<file path="config.mk">
export PLATFORM = sky130hd
export DESIGN_NAME = quad_input_filter_flat
export DESIGN_NICKNAME = d
export VERILOG_FILES = /design/src/rtl/qif_pkg.sv /design/src/rtl/quad_input_filter_if.sv /design/src/rtl/qif_channel.sv /design/src/rtl/quad_input_filter.sv /design/src/flat_wrapper.sv
export SDC_FILE = /design/constraint.sdc
export NUM_CORES = 1
export LEC_CHECK = 0
export CORE_MARGIN = 4
export CORE_UTILIZATION = 45
export CTS_CLUSTER_SIZE = 30
export DETAILED_ROUTE_END_ITERATION = 8
export PLACE_DENSITY = 0.7
export SYNTH_ARGS = -nofsm -noshare
export SYNTH_HDL_FRONTEND = slang
export SYNTH_SLANG_ARGS = --single-unit
</file>
<file path="constraint.sdc">
create_clock -name CLK -period 2.3 [get_ports CLK]
set_input_delay 0.575 -clock CLK [delete_from_list [all_inputs] [get_ports CLK]]
set_output_delay 0.575 -clock CLK [all_outputs]
set_load 0.005 [all_outputs]
</file>
<file path="src/rtl/qif_pkg.sv">
// Shared types and default parameters for quad_input_filter.
package qif_pkg;
  typedef enum logic {STABLE = 1'b0, CAND = 1'b1} filt_state_e;

  localparam int QIF_SYNC_STAGES_DEF = 2;
  localparam int QIF_FILT_W_DEF      = 8;
  localparam int QIF_GCNT_W_DEF      = 16;
endpackage

</file>
<file path="src/rtl/quad_input_filter_if.sv">
// Encoder pin bundle: raw pins in, filtered levels and step error out.
// Z_raw/Z exist only when QIF_INDEX_EN is defined.
interface quad_input_filter_if;
  logic A_raw;
  logic B_raw;
  logic A;
  logic B;
  logic step_err;
`ifdef QIF_INDEX_EN
  logic Z_raw;
  logic Z;

  modport slave  (input A_raw, B_raw, Z_raw, output A, B, Z, step_err);
  modport master (output A_raw, B_raw, Z_raw, input A, B, Z, step_err);
`else
  modport slave  (input A_raw, B_raw, output A, B, step_err);
  modport master (output A_raw, B_raw, input A, B, step_err);
`endif
endinterface

</file>
<file path="src/rtl/qif_channel.sv">
// One input channel: synchroniser chain, two-state stability filter and
// run-length counter. toggle/glitch are same-cycle strobes for the top level.
module qif_channel
  import qif_pkg::*;
#(
  parameter int SYNC_STAGES = QIF_SYNC_STAGES_DEF,
  parameter int FILT_W      = QIF_FILT_W_DEF
) (
  input  logic              CLK,
  input  logic              reset,
  input  logic              raw,
  input  logic [FILT_W-1:0] eff_len,
  output logic              out,
  output logic              toggle,
  output logic              glitch
);
  logic [SYNC_STAGES-1:0] sync_q;
  logic                   s;
  filt_state_e            state, state_d;
  logic [FILT_W-1:0]      cnt, cnt_d;

  assign s = sync_q[SYNC_STAGES-1];

  always_ff @(posedge CLK or posedge reset) begin
    if (reset) begin
      sync_q <= '0;
      state  <= STABLE;
      cnt    <= '0;
      out    <= 1'b0;
    end else begin
      sync_q <= {sync_q[SYNC_STAGES-2:0], raw};
      state  <= state_d;
      cnt    <= cnt_d;
      out    <= out ^ toggle;
    end
  end

  always_comb begin
    state_d = state;
    cnt_d   = cnt;
    toggle  = 1'b0;
    glitch  = 1'b0;
    case (state)
      STABLE: begin
        cnt_d = '0;
        if (s != out) begin
          state_d = CAND;
          cnt_d   = FILT_W'(1);
        end
      end
      CAND: begin
        if (s == out) begin
          state_d = STABLE;
          cnt_d   = '0;
          glitch  = 1'b1;
        end else if (cnt >= eff_len) begin
          // Also catches a FILT_LEN drop below an already-running count.
          state_d = STABLE;
          cnt_d   = '0;
          toggle  = 1'b1;
        end else if (cnt != '1) begin
          cnt_d = cnt + FILT_W'(1);
        end
      end
      default: state_d = STABLE;
    endcase
  end
endmodule

</file>
<file path="src/rtl/quad_input_filter.sv">
// Glitch filter in front of the quadrature decoder: per-channel filtering,
// simultaneous-toggle detection and a saturating glitch counter.
// Define QIF_INDEX_EN to add the Z index channel.
module quad_input_filter
  import qif_pkg::*;
#(
  parameter int SYNC_STAGES = QIF_SYNC_STAGES_DEF,
  parameter int FILT_W      = QIF_FILT_W_DEF,
  parameter int GCNT_W      = QIF_GCNT_W_DEF
) (
  input  logic                CLK,
  input  logic                reset,
  quad_input_filter_if.slave  pins,
  input  logic [FILT_W-1:0]   FILT_LEN,
  input  logic                clr_cnt,
  output logic [GCNT_W-1:0]   glitch_cnt
);
`ifdef QIF_INDEX_EN
  localparam int NCH = 3;
`else
  localparam int NCH = 2;
`endif

  logic [NCH-1:0]    raw_v, out_v, tog_v, glitch_v;
  logic [FILT_W-1:0] eff_len;
  logic [1:0]        n_glitch;
  logic [GCNT_W:0]   cnt_sum;

  assign eff_len = (FILT_LEN == '0) ? FILT_W'(1) : FILT_LEN;

`ifdef QIF_INDEX_EN
  assign raw_v  = {pins.Z_raw, pins.B_raw, pins.A_raw};
  assign pins.Z = out_v[2];
`else
  assign raw_v  = {pins.B_raw, pins.A_raw};
`endif
  assign pins.A = out_v[0];
  assign pins.B = out_v[1];

  for (genvar i = 0; i < NCH; i++) begin : g_ch
    qif_channel #(.SYNC_STAGES(SYNC_STAGES), .FILT_W(FILT_W)) u_ch (
      .CLK     (CLK),
      .reset   (reset),
      .raw     (raw_v[i]),
      .eff_len (eff_len),
      .out     (out_v[i]),
      .toggle  (tog_v[i]),
      .glitch  (glitch_v[i])
    );
  end

  always_comb begin
    n_glitch = '0;
    for (int i = 0; i < NCH; i++) n_glitch = n_glitch + 2'(glitch_v[i]);
  end

  assign cnt_sum = {1'b0, glitch_cnt} + (GCNT_W+1)'(n_glitch);

  always_ff @(posedge CLK or posedge reset) begin
    if (reset) begin
      glitch_cnt    <= '0;
      pins.step_err <= 1'b0;
    end else begin
      pins.step_err <= tog_v[0] & tog_v[1];
      if (clr_cnt)              glitch_cnt <= '0;
      else if (cnt_sum[GCNT_W]) glitch_cnt <= '1;
      else                      glitch_cnt <= cnt_sum[GCNT_W-1:0];
    end
  end
endmodule
</file>
<file path="src/flat_wrapper.sv">
// flat-port wrapper written by rule: the top's interface ports become plain ports
module quad_input_filter_flat import qif_pkg::*;
#(
  parameter int SYNC_STAGES = QIF_SYNC_STAGES_DEF,
  parameter int FILT_W      = QIF_FILT_W_DEF,
  parameter int GCNT_W      = QIF_GCNT_W_DEF
)
  (CLK, reset, FILT_LEN, clr_cnt, glitch_cnt, pins_A_raw, pins_B_raw, pins_A, pins_B, pins_step_err);
  quad_input_filter_if pins_i ();
  input  logic CLK;
  input  logic reset;
  input  logic [FILT_W-1:0] FILT_LEN;
  input  logic clr_cnt;
  output logic [GCNT_W-1:0] glitch_cnt;
  input wire logic [$bits(pins_i.A_raw)-1:0] pins_A_raw;
  input wire logic [$bits(pins_i.B_raw)-1:0] pins_B_raw;
  output wire logic [$bits(pins_i.A)-1:0] pins_A;
  output wire logic [$bits(pins_i.B)-1:0] pins_B;
  output wire logic [$bits(pins_i.step_err)-1:0] pins_step_err;
  assign pins_i.A_raw = pins_A_raw;
  assign pins_i.B_raw = pins_B_raw;
  assign pins_A = pins_i.A;
  assign pins_B = pins_i.B;
  assign pins_step_err = pins_i.step_err;
  quad_input_filter #(.SYNC_STAGES(SYNC_STAGES), .FILT_W(FILT_W), .GCNT_W(GCNT_W)) u_core (.CLK(CLK), .reset(reset), .pins(pins_i), .FILT_LEN(FILT_LEN), .clr_cnt(clr_cnt), .glitch_cnt(glitch_cnt));
endmodule
</file>
==> metrics.cfg <==
[final_layout]
finish.net_count=323
instances_no_fill=361
drive_above_1_share=0.265
layout-area-overhead-vs-synth_pct=33.8
diodes=0

[floorplanning]
row_count=26
core_area_um2=5110
pin_count=32
start_util=0.467
die_h_um=80.8
die-area_um2=6530
die_x_um=80.8

[yosys]
yosysUniqueCellTypes=49
yosys_register_bits=41
ys_seq_area_frac=0.430
synth_top_cell_by_area=dfrtp_1
yosysMostFrequentCell=dfrtp_1
synth-edff-count=0
synth_area_um2=2390
synthTopCellsByArea=dfrtp_1 43%, ha_1 10%, a21oi_1 4.4%
syn-num-nets=264
syn_inst=231
yosysWarnings=0
post_synth.cell_area_avg_um2=10.3
synthArstFlopShare=1.00
yosys.area.top_type_share=0.430
synthFlopType=dfrtp_1
synth_top_cells_by_count=41 x dfrtp_1, 21 x a21oi_1, 20 x nor2_1

[place]
hpwl_mm=3.66
portBuffers=31
place_ws_ns=-0.723
dp_cells=343
gp_congestion=0.799

[timing]
finalHoldViolations=0
tightestPinTransition_ns=0.780
setup_violations=1
relSlewSlack=0.479
drv_slew=0
fmax_ghz=0.434
period_needed_ns=2.30
rsz0062_at_grt=true
timing.final.ws_setup_ns=-0.00179
finalCritPeriodShare=1.00
finalClockSkew_ns=0.00757

[routing]
via_count=1950
drtAntennaViolNets=0
firstDrtPassIters=4
drc=0
wl_mm=5.37
wl_per_cell_um=14.9
drtIter0Drc=114
drt-vias-per-instance=5.40

[status]
status=complete, but fails checks
failed_checks=setup timing

[clock_network]
cts_root_buf=clkbuf_8
clockBufferDepth=2
cts_max_level=2
postCtsHoldBufs=0
path_clk_slew_ns=0.08
clock-sinks=41
cts_buffers=5
clk_latency_ns=0.29
cts_tree=yes

[global_routing]
grt_start_max_net_pins=42
grt_pass1_vias=1919
grt_pass1_wl_mm=9.03
antenna_found_initial=0
track_usage=0.176
overflow=0

[critical_path]
path_max_fanout=7
startpoint_type=input pin
critPathRequiredTime_ns=2.52
path_class=in2reg
cp.arrival_ns=2.52
end_kind=register

[pwr]
power.total_mw=1.77
comb_power_share=0.210
seq_power_share=0.453
clock_power_share=0.338
leakage_nw=1.51
power_density_nw_per_um2=554
p_int_mw=1.31
switchingPower_mw=0.454
swShare=0.257
peakVddDrop_mv=0.483

[flow_run]
drv_cap=0

[worst_hold_path]
min_path_type=reg2reg

cell type report:
class | count | area [um2]
Clock buffer | 7 | 86.3
Fill cell | 423 | 1910
Multi-Input combinational cell | 169 | 1400
Clock inverter | 1 | 30.0
Tap cell | 70 | 87.6
Sequential cell | 41 | 1030
Timing Repair Buffer | 57 | 500
Inverter | 16 | 60.1
timing repair:
action / CTS / global route
setup buffers: 2 / 7
resized for setup: 29 / 21
pin swaps: 19 / 19
setup endpoints to repair: 35 / 30
gates cloned: 1 / 0
through the flow:
step | util | hold slack [ns] | cell area [um2] | setup TNS, ns
3_3_place_gp | 0.566 | 0.336 | 2890 | -10.85
2_1_floorplan | - | 0.331 | 2400 | -0.0233
4_1_cts | 0.601 | 0.354 | 3070 | 0
5_1_grt | 0.625 | 0.372 | 3190 | -0.614
6_report | 0.625 | 0.352 | 3190 | -0.00179
3_5_place_dp | 0.566 | 0.338 | 2890 | -13.28
routing by layer:
layer | vias to the layer above | wire (um) | global-route usage
li1 | 941 | - | -
met1 | 957 | 2340 | 0.225
met2 | 45 | 2700 | 0.300
met3 | 7 | 266 | 0.0388
met4 | 0 | 57 | 0.0507
met5 | - | 0 | 0
registers in the layout, indices dropped and copies added, names as in the netlist:
register,flops
u_core.g_ch.u_ch.cnt,16
u_core.g_ch.u_ch.out,2
u_core.g_ch.u_ch.state,2
u_core.g_ch.u_ch.sync_q,4
u_core.glitch_cnt,16
u_core.pins.step_err,1
placed cells by master (no fill, tap or decap), drive strengths merged, types with 2 or more instances in the layout:
master         count
nand4             11
nor2              21
o21ai              2
nand3             10
a211oi             3
ha                19
nand2b             8
xor2              12
a31oi              2
nor4               3
mux2i              4
a311oi             2
dfrtp             41
nor3               3
inv               16
and4               2
and3               4
and4b              2
clkbuf             8
a21oi             23
nor2b              2
buf               29
xnor2              9
clkdlybuf4s50     23
dlygate4sd2        4
a41o               2
nand2             14
power groups by stage:
stage          Clock, mW  Combinational [mW]  Sequential (mW)
4_1_cts            0.607               0.329            0.798
6_report           0.597               0.370            0.800
2_1_floorplan          0               0.177            0.809
3_3_place_gp           0               0.300            0.809
3_5_place_dp           0               0.309            0.810
5_1_grt            0.634               0.412            0.806
worst paths after layout:
check                                                        start  slack, ns  cells after the start                                 endpoint
setup reg to reg           u_core.g_ch[0].u_ch.sync_q[1]$_DFF_PP0_       0.02                     10           u_core.glitch_cnt[9]$_DFF_PP0_
min in group asynchronous                                    reset       0.70                      3  u_core.g_ch[1].u_ch.sync_q[1]$_DFF_PP0_
max in group asynchronous                                    reset       1.23                      3   u_core.g_ch[0].u_ch.cnt[7]$_DFFE_PP0P_
hold / removal             u_core.g_ch[1].u_ch.sync_q[0]$_DFF_PP0_       0.35                      0  u_core.g_ch[1].u_ch.sync_q[1]$_DFF_PP0_
setup / recovery                                       FILT_LEN[7]     -0.002                      9   u_core.g_ch[0].u_ch.cnt[6]$_DFFE_PP0P_
hold reg to reg            u_core.g_ch[1].u_ch.sync_q[0]$_DFF_PP0_       0.35                      0  u_core.g_ch[1].u_ch.sync_q[1]$_DFF_PP0_
worst max-delay path, stage by stage:
cell and delay, ns:
buf_8 0.10, nor4_4 0.27, a41o_1 0.22, ha_1 0.23, nand2b_4 0.13, a2111o_1 0.40
a21oi_4 0.23, nand3b_4 0.16, nor3_2 0.19
cells by family after synthesis:
kind of cell             share of synthesized area
AND/OR/NAND/NOR                              0.214
flip-flops                                   0.430
AO/OA/AOI/OAI                                0.114
buffers and inverters                       0.0393
XOR/XNOR                                    0.0771
adder cells (fa/ha/maj)                      0.108
multiplexers                                0.0168
(Power assumes the default switching activity.)
